$ cat src/rtl/apb_decode_bridge.sv
`default_nettype none
// ============================================================================
// Module      : apb_decode_bridge
// Description : Registered single-clock APB bridge with a 1-to-NSLAVES
//               address decoder. Every signal is flopped in both directions.
//               Unmapped slave indices complete at once with PSLVERROR.
//               Optional feature macro: APB_TIMEOUT_EN (forced error response
//               when a selected slave stays not-ready for TIMEOUT_CYCLES).
// Revision    : 1.0 - initial release
// ============================================================================
module apb_decode_bridge #(
   parameter int AWIDTH         = 12,
   parameter int NSLAVES        = 4,
   parameter int SEL_LSB        = 8,
   parameter int TIMEOUT_CYCLES = 255
) (
   input  logic                    clk,
   input  logic                    reset,
   // upstream (master side)
   input  logic [AWIDTH-1:0]       input_PADDR,
   input  logic                    input_PSEL,
   input  logic                    input_PENABLE,
   input  logic                    input_PWRITE,
   input  logic [31:0]             input_PWDATA,
   output logic                    input_PREADY,
   output logic [31:0]             input_PRDATA,
   output logic                    input_PSLVERROR,
   // downstream (slave side)
   output logic [AWIDTH-1:0]       output_PADDR,
   output logic [NSLAVES-1:0]      output_PSEL,
   output logic                    output_PENABLE,
   output logic                    output_PWRITE,
   output logic [31:0]             output_PWDATA,
   input  logic [NSLAVES-1:0]      output_PREADY,
   input  logic [32*NSLAVES-1:0]   output_PRDATA,
   input  logic [NSLAVES-1:0]      output_PSLVERROR
);

   localparam int SEL_W = $clog2(NSLAVES);
   // slave count widened by one bit so the decode compare is width-matched
   localparam logic [SEL_W:0] c_NSL_EXT = (SEL_W+1)'(NSLAVES);

   typedef enum logic [1:0] {
      S_IDLE   = 2'd0,
      S_SETUP  = 2'd1,
      S_ACCESS = 2'd2,
      S_RESP   = 2'd3
   } state_t;

   state_t               r_state;
   logic [SEL_W-1:0]     r_idx;
   // set once PENABLE has been seen low; a transfer is only accepted while set,
   // so a master still holding PENABLE after the response cannot re-trigger
   logic                 r_rearm;

   logic [SEL_W-1:0]     w_idx;
   logic                 w_hit;
   logic                 w_accept;
   logic [NSLAVES-1:0]   w_psel_dec;
   logic                 w_sel_ready;
   logic [31:0]          w_sel_rdata;
   logic                 w_sel_err;

`ifdef APB_TIMEOUT_EN
   localparam int CNT_W = $clog2(TIMEOUT_CYCLES+1);
   // counter value in the ACCESS cycle that expires the transfer
   localparam logic [CNT_W-1:0] c_TMO_LAST = CNT_W'(TIMEOUT_CYCLES-1);
   logic [CNT_W-1:0]     r_tmo_cnt;
`endif

   assign w_idx    = input_PADDR[SEL_LSB +: SEL_W];
   assign w_hit    = ({1'b0, w_idx} < c_NSL_EXT);
   assign w_accept = (r_state == S_IDLE) & input_PSEL & input_PENABLE & r_rearm;

   // one-hot decode of the incoming slave index
   always_comb begin
      w_psel_dec = '0;
      for (int i = 0; i < NSLAVES; i++) begin
         if (w_idx == SEL_W'(i)) begin
            w_psel_dec[i] = 1'b1;
         end
      end
   end

   // response mux: only the slave latched in r_idx is observed
   always_comb begin
      w_sel_ready = 1'b0;
      w_sel_rdata = '0;
      w_sel_err   = 1'b0;
      for (int i = 0; i < NSLAVES; i++) begin
         if (r_idx == SEL_W'(i)) begin
            w_sel_ready = output_PREADY[i];
            w_sel_rdata = output_PRDATA[32*i +: 32];
            w_sel_err   = output_PSLVERROR[i];
         end
      end
   end

   // transfer sequencer; all ports are driven straight from these flops
   always_ff @(posedge clk) begin
      if (reset) begin
         r_state         <= S_IDLE;
         r_idx           <= '0;
         r_rearm         <= 1'b1;
         input_PREADY    <= 1'b0;
         input_PRDATA    <= '0;
         input_PSLVERROR <= 1'b0;
         output_PADDR    <= '0;
         output_PSEL     <= '0;
         output_PENABLE  <= 1'b0;
         output_PWRITE   <= 1'b0;
         output_PWDATA   <= '0;
`ifdef APB_TIMEOUT_EN
         r_tmo_cnt       <= '0;
`endif
      end else begin
         input_PREADY <= 1'b0;

         if (w_accept) begin
            r_rearm <= 1'b0;
         end else if (!input_PENABLE) begin
            r_rearm <= 1'b1;
         end

         case (r_state)
            S_IDLE: begin
               if (w_accept) begin
                  output_PADDR  <= input_PADDR;
                  output_PWRITE <= input_PWRITE;
                  output_PWDATA <= input_PWDATA;
                  r_idx         <= w_idx;
                  if (w_hit) begin
                     output_PSEL    <= w_psel_dec;
                     output_PENABLE <= 1'b0;
                     r_state        <= S_SETUP;
                  end else begin
                     // unmapped index: answer immediately, nothing goes downstream
                     input_PREADY    <= 1'b1;
                     input_PRDATA    <= '0;
                     input_PSLVERROR <= 1'b1;
                     r_state         <= S_RESP;
                  end
               end
            end

            S_SETUP: begin
               output_PENABLE <= 1'b1;
               r_state        <= S_ACCESS;
`ifdef APB_TIMEOUT_EN
               r_tmo_cnt      <= '0;
`endif
            end

            S_ACCESS: begin
               if (w_sel_ready) begin
                  input_PRDATA    <= w_sel_rdata;
                  input_PSLVERROR <= w_sel_err;
                  input_PREADY    <= 1'b1;
                  output_PSEL     <= '0;
                  output_PENABLE  <= 1'b0;
                  r_state         <= S_RESP;
               end
`ifdef APB_TIMEOUT_EN
               else if (r_tmo_cnt == c_TMO_LAST) begin
                  // slave never answered: abandon it and report an error
                  input_PRDATA    <= '0;
                  input_PSLVERROR <= 1'b1;
                  input_PREADY    <= 1'b1;
                  output_PSEL     <= '0;
                  output_PENABLE  <= 1'b0;
                  r_state         <= S_RESP;
               end else begin
                  r_tmo_cnt <= r_tmo_cnt + 1'b1;
               end
`endif
            end

            S_RESP: begin
               r_state <= S_IDLE;
            end

            default: begin
               r_state <= S_IDLE;
            end
         endcase
      end
   end

endmodule
`default_nettype wire

$ cat config.mk
export PLATFORM = sky130hd
export DESIGN_NAME = apb_decode_bridge
export DESIGN_NICKNAME = d
export VERILOG_FILES = /design/src/rtl/apb_decode_bridge.sv
export SDC_FILE = /design/constraint.sdc
export NUM_CORES = 1
export LEC_CHECK = 0
export BUFFER_PORTS_ARGS = -buffer_cell sky130_fd_sc_hd__buf_2
export CAP_MARGIN = 20
export CORE_AREA = 4 4 93 138
export DETAILED_ROUTE_END_ITERATION = 8
export DIE_AREA = 0 0 97 142
export PLACE_DENSITY = 0.66
export SLEW_MARGIN = 25
export SYNTH_ARGS = -nofsm -noshare
export SYNTH_HDL_FRONTEND = slang
export SYNTH_SLANG_ARGS = --single-unit
$ cat constraint.sdc
create_clock -name clk -period 3 [get_ports clk]
set_clock_uncertainty 0.2 [all_clocks]
set_input_delay 0.3 -clock clk [delete_from_list [all_inputs] [get_ports clk]]
set_output_delay 0.3 -clock clk [all_outputs]
set_load 0.01 [all_outputs]
Word-level counts from Yosys, hierarchy flattened
Cells that the tools add are included.
{"block": "totals", "out_inout_bits": 84, "ff_bits": 89, "inputBits": 185}
{"block": "op_classes", "eq_ne": 12, "n_reduce_logical": 11, "n_mux": 28, "bitwise_logic": 4}
{"cell": "$mux 32", "n": 4}
{"cell": "$mux 1", "n": 17}
{"cell": "$eq 2x2->1 const B", "n": 6}
{"cell": "$mux 4", "n": 2}
{"cell": "$pmux 2 s4", "n": 1}
{"cell": "$pmux 4 s2", "n": 1}
{"cell": "$eq 2x1->1 const B", "n": 3}
{"cell": "$logic_not 2->1", "n": 3}
{"cell": "$reduce_and 2->1", "n": 3}
{"cell": "$reduce_and 3->1", "n": 2}
{"cell": "$mux 2", "n": 2}
{"cell": "$ne 2x2->1 const B", "n": 2}
{"cell": "$and 1x1->1", "n": 3}
{"cell": "$pmux 1 s3", "n": 1}
{"cell": "$reduce_bool 3->1", "n": 1}
{"cell": "$ne 2x1->1 const B", "n": 1}
{"cell": "$reduce_bool 2->1", "n": 1}
{"cell": "$reduce_or 2->1", "n": 1}
{"cell": "$not 1->1", "n": 1}

Depth between registers and ports, before layout
Gate-level depths: netlist of run 1.
{"block": "logic_depth", "ltp_word": 7, "mapped_depth": 8}

Worst setup path after synthesis of run 1
Ideal clock, no wire load.
{"block": "synth_timing", "path_type": "reg2reg", "from": "register r_state[0]", "to": "register output_PSEL[0]", "t_arrival_ns": 1.588, "setup_slack_ns": 1.140, "path_stages_with_launch": 7, "synth_period_minus_slack_ns": 1.860, "path_buffers": 0, "path_cell_list": "dfxtp_1 > inv_1 > ha_1 > nor2b_1 > a22o_1 > a211oi_4 > mux2i_1"}
{"block": "synth_between", "elab_chain_cells": 6, "word_cells_on_any_way": 10, "cone_classes": "eq/ne: 3; mux: 1; bitwise: 3; reduce/logical: 3"}
{"item": "start, declared", "line_no": "50", "text": "state_t r_state;"}
{"item": "start signal, assigned", "line_no": "102", "text": "r_state <= S_IDLE;"}
{"item": "start signal, assigned", "line_no": "135", "text": "r_state <= S_SETUP;"}
{"item": "start signal, assigned", "line_no": "141", "text": "r_state <= S_RESP;"}
{"item": "$logic_not 2->1", "line_no": "73, 125"}
{"item": "$and 1x1->1 (3 in series)", "line_no": "73", "text": "assign w_accept = (r_state == S_IDLE) & input_PSEL & input_PENABLE & r_rearm;"}
{"item": "$ne 2x2->1 (no source line)"}
{"item": "$reduce_and 3->1 (no source line)"}
{"item": "end signal, assigned", "line_no": "133", "text": "output_PSEL <= w_psel_dec;"}
{"item": "end, declared", "line_no": "30", "text": "output logic [NSLAVES-1:0] output_PSEL,"}
Several ways; a longest one is shown, not always the timed one.
A chain may end at the register's enable or synchronous reset.

Worst setup path in the final report of run 1
{"block": "layout_timing", "from": "register r_state[0]", "to": "register output_PSEL[1]"}
The elaborated chain is that of the path after synthesis.

==> flow_metrics.env, run 1 <==
export IMPL_outcome="complete, no violations"
export IMPL_yosys_area_top_type="dfxtp_1"
export IMPL_finalSetupViolCount=0
export IMPL_r2r_cells=6
export IMPL_clkLatencyLatePin_ps=330
export IMPL_ir_drop_mv=0.2959
export IMPL_grt_pass1_vias=4385
export IMPL_drtAntennaViolNets=0
export IMPL_postSynthCellCount=436
export IMPL_final_util_pct=51.17
export IMPL_final_cell_mix="buf_2 (268), nand2_1 (161), dfxtp_1 (85)"
export IMPL_yosysUniqueCellTypes=26
export IMPL_clkTransAtPathRegs_ps=60
export IMPL_root_buffer="clkbuf_16"
export IMPL_dp_hpwl_um=10190
export IMPL_clock_sinks=87
export IMPL_ctsHtreeMaxLevel=3
export IMPL_grtUsageTotal_pct=18.49
export IMPL_cp_required_ps=3060
export IMPL_fin_crit_ps=2089
export IMPL_post_route_period_util_pct=69.64
export IMPL_cts_path_max_buffers=2
export IMPL_hp_class="primary input to register"
export IMPL_grt_max_degree=46
export IMPL_synth_top_area_share_pct=43.75
export IMPL_post_cts_resized=0
export IMPL_vias_per_cell=4.852
export IMPL_remaining_drc_errors=0
export IMPL_synth_compound_area_share_pct=11.57
export IMPL_cp_max_fo=7
export IMPL_fp_row_count=48
export IMPL_coreArea_um2=11590
export IMPL_synth_xor_area_share_pct=0
export IMPL_clock_fmax_mhz=478.6
export IMPL_initial_core_util_pct=34.35
export IMPL_yosys_top_cells_area="dfxtp_1 (44%), mux4_2 (19%), nand2_1 (15%)"
export IMPL_crit_path_end="output_PSEL[1]"
export IMPL_synth_warnings=0
export IMPL_end_kind="register"
export IMPL_die_h_um=142
export IMPL_start_kind="register"
export IMPL_drtIter0Drc=96
export IMPL_post_cts_buffers=0
export IMPL_syn2layout_area_growth_pct=48.96
export IMPL_crit_reg2reg_launch="r_state[0]"
export IMPL_worst_pin_slew_ps=464.6
export IMPL_regToRegSetupSlack_ps=910
export IMPL_hold_ws_ps=10.23
export IMPL_wl_per_cell_um=15.05
export IMPL_slew_headroom_pct=69.03
export IMPL_crit_arrival_ps=2150
export IMPL_diodes=0
export IMPL_postSynthAreaPerCell_um2=9.131
export IMPL_ys_ff_latch=87
export IMPL_vias=4207
export IMPL_grt_pass1_wl_um=20710
export IMPL_grt_setup_unrepaired="false"
export IMPL_die_area_um2=13770
export IMPL_drive_above_1_share_pct=46.03
export IMPL_fin_nets=901
export IMPL_synth_area_um2=3981
export IMPL_numPortBuffers=268
export IMPL_cts_tree="yes"
export IMPL_slew_viol_final=0
export IMPL_synth_simple_area_share_pct=18.51
export IMPL_globalplace_congestion=0.8817
export IMPL_muxShareOfSynthArea_pct=20.68
export IMPL_rr_endpoint="output_PSEL[1]"
export IMPL_finalPower_mw=3.497
export IMPL_synth_seq_area_share_pct=43.75
export IMPL_grt_overflow=0
export IMPL_synth_adder_area_share_pct=1.257
export IMPL_tns_ps=0
export IMPL_critPathLaunch="r_state[0]"
export IMPL_p_leak_nw=2.671
export IMPL_mostFrequentLayoutCell="buf_2"
export IMPL_numCtsBuffers=9
export IMPL_antenna_found_initial=0
export IMPL_synth_top_family_by_area="multiplexers"
export IMPL_p_per_area_nw_per_um2=589.6
export IMPL_die_x_um=97
export IMPL_wl_um=13050
export IMPL_dr_pass1_iters=4
export IMPL_worstSetupPathType="register to register"
export IMPL_timing_hold_violations_final=0
export IMPL_io_pins=269
export IMPL_maxCapViolCount=0
export IMPL_syn_nets=625
## cell usage after synthesis
master,number
buf_4,7
inv_1,2
nand3_1,2
clkbuf_1,16
dfxtp_1,87
buf_1,1
o22a_1,1
a211oi_1,1
nor2_1,4
nand2b_1,10
nand2_1,161
ha_1,4
mux2i_1,8
a211oi_4,1
a21oi_1,79
nor2_2,1
o22ai_2,1
a22o_1,1
nand3b_1,2
nor3_1,1
mux4_2,33
nor2b_1,1
o21a_1,1
and2_0,1
nand4_1,1
buf_2,9
## metal layers
layer / wire (um) / GRT usage (%)
met2: 6736 / 33.84
met1: 4815 / 19.73
met4: 391 / 7.840
met5: 0 / 0
met3: 1102 / 5.493
## logic make-up (layout without fill, tap and decap cells)
family / count (synthesis) / after routing
mux: 41 / 41
buf+inv: 35 / 316
compound gates: 85 / 85
fa+ha+maj: 4 / 4
simple gates: 184 / 184
flops: 87 / 87
## flip-flops by register name (all words and copies together), names as in the netlist
name and count:
output_PADDR 12, output_PENABLE 1, input_PREADY 1, input_PSLVERROR 1, output_PWRITE 1, output_PWDATA 32
r_state 2, r_rearm 1, output_PSEL 4, input_PRDATA 32
## how the worst min path moves through the flow
| stage | from | endpoint | cells past startpoint |
|---|---|---|---|
| 2_1_floorplan | input_PENABLE | r_rearm | 1 |
| 3_3_place_gp | input_PRDATA[18] | input_PRDATA[18] | 2 |
| 3_5_place_dp | input_PRDATA[11] | input_PRDATA[11] | 2 |
| 4_1_cts | input_PWDATA[13] | output_PWDATA[13] | 3 |
| 5_1_grt | input_PWDATA[10] | output_PWDATA[10] | 3 |
| 6_report | input_PWDATA[10] | output_PWDATA[10] | 3 |
## per-stage QoR
stage	area (um2)	instances	setup WS (ps)
floorplan	3981	436	1140
global placement	5424	830	994.1
detailed placement	5424	830	910.8
CTS	5931	867	885.9
global route	5931	867	790.2
finish	5931	867	910.7
## area by class of cell
cell class | instances | area (um2)
well taps | 150 | 187.7
inverters | 2 | 7.507
flip-flops and latches | 87 | 1744
repair buffers | 298 | 1619
clock buffers | 10 | 229.0
multi-input cells | 314 | 2076
clock inverters | 6 | 67.56
fillers | 1062 | 5660
## critical path, stage by stage, from the launching register on
cell,delay [ps]
dfxtp_1,390
inv_1,80
ha_1,280
nor2b_1,160
a22o_1,300
a211oi_4,360
mux2i_1,240
## what timing repair did
item / 4_1_cts / 5_1_grt
hold endpoints to repair: 21 / 0
setup endpoints to repair: 0 / 0
hold buffers: 21 / 0
## power by group
group	leakage [nW]	internal [mW]	switching (mW)	total, mW
Sequential	0.707	1.29	0.0795	1.37
Clock	0.139	0.650	0.468	1.12
Combinational	1.82	0.471	0.536	1.01
Total	2.67	2.41	1.08	3.50
Power figures use the tool's default switching activity.
==> inputs of run 2 (changes only) <==
- PLACE_DENSITY: 0.66 -> 0.68
- clock period: 3 -> 1.9 ns (I/O delays scaled with it)
==> run 2 against run 1 <==
Against the previous run:
- worst hold slack better by 65 ps
- core utilization grew 3.2 points
- via count up 1.4%
- worst setup slack got worse by 820 ps
- die area stayed put
- fmax rose by 16%
- largest power group unchanged
- combinational power increased by 71%
- clock power increased by 65%
==> flow_metrics.env, run 2 (synthesis results as in run 1) <==
export IMPL_final_util_pct=54.32
export IMPL_vias=4265
export IMPL_wl_um=12880
export IMPL_placed_area_um2=5504
export IMPL_ir_drop_mv=0.3787
export IMPL_dr_pass1_iters=4
export IMPL_clock_sinks=87
export IMPL_multi_input_area_um2=2081
export IMPL_finalSetupViolCount=0
export IMPL_ctsHtreeMaxLevel=3
export IMPL_final_cell_area_um2=6296
export IMPL_cts_tree="yes"
export IMPL_hold_ws_ps=74.87
export IMPL_r2r_cells=6
export IMPL_crit_reg2reg_launch="r_state[0]"
export IMPL_grt_overflow=0
export IMPL_grt_max_degree=46
export IMPL_diodes=0
export IMPL_cp_max_fo=5
export IMPL_post_route_period_util_pct=95.04
export IMPL_crit_arrival_ps=1860
export IMPL_end_kind="register"
export IMPL_die_area_um2=13770
export IMPL_tns_ps=0
export IMPL_worst_pin_slew_ps=445.6
export IMPL_fin_crit_ps=1806
export IMPL_drtAntennaViolNets=0
export IMPL_numCtsBuffers=9
export IMPL_antenna_found_initial=0
export IMPL_regToRegSetupSlack_ps=90
export IMPL_slew_headroom_pct=70.29
export IMPL_cp_required_ps=1960
export IMPL_fp_row_count=48
export IMPL_clkTransAtPathRegs_ps=60
export IMPL_io_pins=269
export IMPL_hp_class="primary input to register"
export IMPL_seqCellArea_um2=1745
export IMPL_crit_path_end="output_PSEL[0]"
export IMPL_clock_fmax_mhz=553.8
export IMPL_drtIter0Drc=93
export IMPL_outcome="complete, no violations"
export IMPL_dp_hpwl_um=9890
export IMPL_seqPwrFrac_pct=37.6
export IMPL_start_kind="register"
export IMPL_remaining_drc_errors=0
export IMPL_worstSetupPathType="register to register"
export IMPL_fin_nets=931
export IMPL_critPathLaunch="r_state[0]"
export IMPL_clkLatencyLatePin_ps=330
export IMPL_fillers=1032
export IMPL_wl_per_cell_um=14.36
export IMPL_drive_above_1_share_pct=44.98
export IMPL_combPwrFrac_pct=30.1
export IMPL_grt_pass1_vias=4406
export IMPL_vias_per_cell=4.755
export IMPL_die_x_um=97
export IMPL_numPortBuffers=268
export IMPL_finalPower_mw=5.743
export IMPL_cts_path_max_buffers=2
export IMPL_coreArea_um2=11590
export IMPL_die_h_um=142
export IMPL_internal_power_mw=4.054
export IMPL_grt_setup_unrepaired="false"
export IMPL_final_cell_mix="buf_2 (268), nand2_1 (161), dfxtp_1 (84)"
export IMPL_mostFrequentLayoutCell="buf_2"
export IMPL_grt_pass1_wl_um=20610
export IMPL_initial_core_util_pct=34.35
export IMPL_slew_viol_final=0
export IMPL_root_buffer="clkbuf_16"
export IMPL_sw_frac_of_total_pct=29.42
export IMPL_p_leak_nw=2.829
export IMPL_p_switching_mw=1.689
export IMPL_grtUsageTotal_pct=18.19
export IMPL_rr_endpoint="output_PSEL[0]"
export IMPL_maxCapViolCount=0
export IMPL_p_per_area_nw_per_um2=912.2
export IMPL_syn2layout_area_growth_pct=58.14
export IMPL_reg_top3="input_PRDATA: 32 flops, output_PWDATA: 32 flops, output_PADDR: 12 flops"
export IMPL_post_cts_buffers=0
export IMPL_globalplace_congestion=0.8270
export IMPL_clkPwrFrac_pct=32.3
export IMPL_timing_hold_violations_final=0
==> run 2: changes by cell type in the layout (fill, tap and decap cells not counted), moves of 2 or more <==
cell           before  now
inv_6               2    0
clkinvlp_4          2    0
buf_12              0    4
clkinv_4            0    2
ha_2                0    2
dlygate4sd3_1      21   47
ha_1                4    2
==> run 2: worst min path at each step <==
| stage | slack, ps | end | start | cells after the start |
|---|---|---|---|---|
| floorplan | 80 | r_rearm | input_PENABLE | 1 |
| global placement | 230 | r_rearm | input_PENABLE | 2 |
| finish | 70 | r_rearm | input_PSEL | 4 |
| global route | 90 | r_rearm | input_PSEL | 4 |
| detailed placement | 230 | r_rearm | input_PENABLE | 2 |
| CTS | 60 | r_rearm | input_PSEL | 4 |
==> run 2: timing repair <==
| action | CTS | global route |
|---|---|---|
| endpoints found under the setup margin | 1 | 20 |
| hold buffers | 47 | 0 |
| endpoints found under the hold margin | 50 | 0 |
| pin swaps | 1 | 3 |
| resized for setup | 0 | 3 |
==> run 2: area by class of cell <==
class | instances | area share (%)
Timing Repair Buffer | 328 | 31.12
Clock buffer | 11 | 3.696
Tap cell | 150 | 2.981
Sequential cell | 87 | 27.72
Multi-Input combinational cell | 314 | 33.05
Inverter | 2 | 0.1192
Clock inverter | 5 | 1.312
==> run 2: power by group through the flow <==
| stage | logic (mW) | clock network [mW] | registers (mW) |
|---|---|---|---|
| 2_1_floorplan | 0.935 | 0 | 2.28 |
| 3_3_place_gp | 1.62 | 0 | 2.19 |
| 3_5_place_dp | 1.66 | 0 | 2.20 |
| 4_1_cts | 1.74 | 1.92 | 2.16 |
| 5_1_grt | 1.90 | 2.00 | 2.19 |
| 6_report | 1.73 | 1.85 | 2.16 |
==> run 2: through the flow <==
step,instances,worst slack (ps)
after global routing,897,0.3442
after global placement,834,70.70
final,897,94.18
after detailed placement,834,14.63
after CTS,897,51.48
after floorplan,436,40.28
==> run 2: critical path, cell delays in order (launching register included) <==
cell	delay, ps
dfxtp_2	320
inv_1	50
ha_2	200
nor2b_1	130
a22o_1	260
a211oi_4	350
mux2i_1	230
==> run 2: metal layers <==
| layer | share of wire, % | wire length, um | up-vias | global-route usage, % |
|---|---|---|---|---|
| li1 | - | - | 2100 | - |
| met4 | 3.2 | 412 | 0 | 9.172 |
| met3 | 8.4 | 1086 | 23 | 5.689 |
| met1 | 38 | 4851 | 1928 | 19.48 |
| met2 | 51 | 6529 | 214 | 32.28 |
| met5 | 0 | 0 | - | 0 |
==> inputs of run 3 (changes only) <==
- ABC_AREA: not set -> 1
- CORE_AREA: 4 4 93 138 -> 4 4 92 137
- DIE_AREA: 0 0 97 142 -> 0 0 96 141
- PLACE_DENSITY: 0.68 -> 0.69
==> run 3 against run 2 <==
Against the previous run:
- design area rose by 18%
- fmax up 1.9%
- final cell count increased by 30%
- critical endpoint is now output_PADDR[9]
- largest power group unchanged
==> flow_metrics.env, run 3 <==
export IMPL_grt_overflow=0
export IMPL_slew_headroom_pct=71.81
export IMPL_initial_core_util_pct=34.22
export IMPL_fp_row_count=48
export IMPL_grt_pass1_vias=5961
export IMPL_final_util_pct=64.77
export IMPL_synth_area_um2=3925
export IMPL_grtUsageMet2_pct=44.23
export IMPL_clock_sinks=87
export IMPL_dr_pass1_iters=5
export IMPL_synth_edff_count=0
export IMPL_antenna_found_initial=0
export IMPL_maxCapViolCount=0
export IMPL_clkTransAtPathRegs_ps=70
export IMPL_yosys_area_top_type="dfxtp_1"
export IMPL_worst_slack_ps=128.0
export IMPL_synth_top_area_share_pct=44.37
export IMPL_syn_nets=778
export IMPL_io_pins=269
export IMPL_clkLatencyLatePin_ps=340
export IMPL_combPwrFrac_pct=35.5
export IMPL_postSynthCellCount=589
export IMPL_end_kind="register"
export IMPL_cp_slowest_stage_delay_ps=400
export IMPL_post_route_period_util_pct=93.26
export IMPL_yosysUniqueCellTypes=21
export IMPL_mostFrequentLayoutCell="buf_2"
export IMPL_die_area_um2=13540
export IMPL_timing_hold_violations_final=0
export IMPL_dp_slack_ps=150.7
export IMPL_ys_ff_latch=87
export IMPL_clock_fmax_mhz=564.3
export IMPL_clkPwrFrac_pct=27.7
export IMPL_worstSetupPathType="register to register"
export IMPL_root_buffer="clkbuf_16"
export IMPL_cts_tree="yes"
export IMPL_p_leak_nw=3.704
export IMPL_p_switching_mw=2.103
export IMPL_ys_flop_type="dfxtp_1"
export IMPL_seqPwrFrac_pct=36.8
export IMPL_synth_warnings=0
export IMPL_vias=5868
export IMPL_use_met3_pct=8.542
export IMPL_dp_hpwl_um=10790
export IMPL_drtAntennaViolNets=0
export IMPL_wl_um=18800
export IMPL_grtUsageTotal_pct=27.53
export IMPL_worst_pin_slew_ps=422.3
export IMPL_die_h_um=141
export IMPL_cp_max_fo=33
export IMPL_diodes=0
export IMPL_die_x_um=96
export IMPL_ys_top_cells_by_count="nand2_1 (214), nor2_1 (97), dfxtp_1 (87)"
export IMPL_synth_seq_area_share_pct=44.37
export IMPL_drive_above_1_share_pct=30.08
export IMPL_cts_path_max_buffers=2
export IMPL_outcome="complete, no violations"
export IMPL_hp_class="primary input to register"
export IMPL_vias_per_cell=5.041
export IMPL_globalplace_congestion=0.8468
export IMPL_post_cts_buffers=0
export IMPL_fin_crit_ps=1772
export IMPL_coreArea_um2=11470
export IMPL_finalSetupViolCount=0
export IMPL_numPortBuffers=268
export IMPL_syn2layout_area_growth_pct=89.29
export IMPL_grt_pass1_wl_um=29090
export IMPL_crit_arrival_ps=1830
export IMPL_postSynthAreaPerCell_um2=6.664
export IMPL_reg_top3="input_PRDATA: 32 flops, output_PWDATA: 32 flops, output_PADDR: 12 flops"
export IMPL_numCtsBuffers=9
export IMPL_grt_setup_unrepaired="true"
export IMPL_sw_frac_of_total_pct=34.41
export IMPL_crit_chain="inv_1, ha_1, nand4_1, buf_4, o21ai_0, a21oi_1"
export IMPL_ir_drop_mv=0.4756
export IMPL_internal_power_mw=4.008
export IMPL_slew_viol_final=0
export IMPL_grt_max_degree=44
export IMPL_fillers=939
export IMPL_cp_required_ps=1960
export IMPL_drtIter0Drc=272
export IMPL_busiest_layer="met2"
export IMPL_yosysMostFrequentCell="nand2_1"
export IMPL_regToRegSetupSlack_ps=130
export IMPL_final_cell_mix="buf_2 (268), nand2_1 (214), dlygate4sd3_1 (166)"
export IMPL_yosys_top_cells_area="dfxtp_1 (44%), nand2_1 (20%), nor2_1 (9.3%)"
export IMPL_remaining_drc_errors=0
export IMPL_start_kind="register"
export IMPL_ctsHtreeMaxLevel=3
export IMPL_p_per_area_nw_per_um2=822.5
export IMPL_slowest_stage="dfxtp_1"
export IMPL_wl_per_cell_um=16.15
export IMPL_grtUsageMet1_pct=29.70
export IMPL_ys_async_sr_fraction_pct=0
export IMPL_fin_nets=1198
-- run 3: cell count changes in the layout (fill, tap and decap cells not counted), sizes merged, moves of 8 or more --
cell,change
a21oi,-71
dlygate4sd3,+119
inv,+12
mux2i,-8
mux4,-33
nand2,+54
nand2b,-10
nand3,+43
nand4,+32
nor2,+94
o21ai,+47
-- run 3: power by group through the flow --
stage               logic, mW  registers [mW]  clock network, mW
floorplan               0.981            2.38                  0
global placement         1.84            2.28                  0
global route             2.41            2.28               1.80
finish                   2.17            2.25               1.69
detailed placement       1.85            2.29                  0
CTS                      2.12            2.24               1.75
-- run 3: final timing paths --
kind	to	depth (start not counted)	start
setup / recovery	output_PADDR[9]	6	r_state[1]
hold reg to reg	input_PRDATA[26]	2	input_PRDATA[26]
hold / removal	input_PRDATA[27]	5	output_PRDATA[91]
setup reg to reg	output_PADDR[9]	6	r_state[1]
-- run 3: layout make-up --
type                            instances  area, um2  share of cell area (%)
Multi-Input combinational cell        453       1982                   26.68
Clock buffer                           10      239.0                   3.217
Clock inverter                          6      51.30                  0.6905
Sequential cell                        87       1744                   23.48
Timing Repair Buffer                  445       3177                   42.76
Tap cell                              150      187.7                   2.526
Inverter                               13      48.80                  0.6568
-- run 3: logic make-up after synthesis --
| logic type | count (synthesis) | synth area share (%) |
|---|---|---|
| AO/OA/AOI/OAI | 55 | 7.013 |
| flip-flops | 87 | 44.37 |
| adder cells (fa/ha/maj) | 4 | 1.275 |
| AND/OR/NAND/NOR | 394 | 42.08 |
| buffers and inverters | 49 | 5.260 |
-- run 3: layer usage --
layer  share of wire [%]  routed length (um)
met5                   0                   0
met4                 7.0                1311
met3                  12                2337
met2                  45                8550
met1                  35                6598
-- run 3: metrics by stage --
stage | setup TNS, ps | area (um2) | total power, mW | std cells | hold slack [ps]
6_report | 0 | 7430 | 6.111 | 1164 | 11.57
2_1_floorplan | 0 | 3925 | 3.363 | 589 | 59.07
4_1_cts | 0 | 7423 | 6.112 | 1164 | 1.780
3_3_place_gp | 0 | 5472 | 4.118 | 982 | 204.4
5_1_grt | -130.1 | 7430 | 6.491 | 1164 | 21.57
3_5_place_dp | 0 | 5472 | 4.133 | 982 | 209.7
-- run 3: worst max-delay path: cells and delay by family (launching register included) --
family / cells / cell delay, ps
fa+ha+maj: 1 / 210
simple gates: 1 / 160
compound gates: 2 / 300
flops: 1 / 400
buf+inv: 2 / 420
-- run 3: what timing repair did --
| action | in CTS | in global routing |
|---|---|---|
| resized for setup | 0 | 3 |
| endpoints found under the hold margin | 80 | 0 |
| hold buffers | 166 | 0 |
| setup endpoints to repair | 0 | 33 |
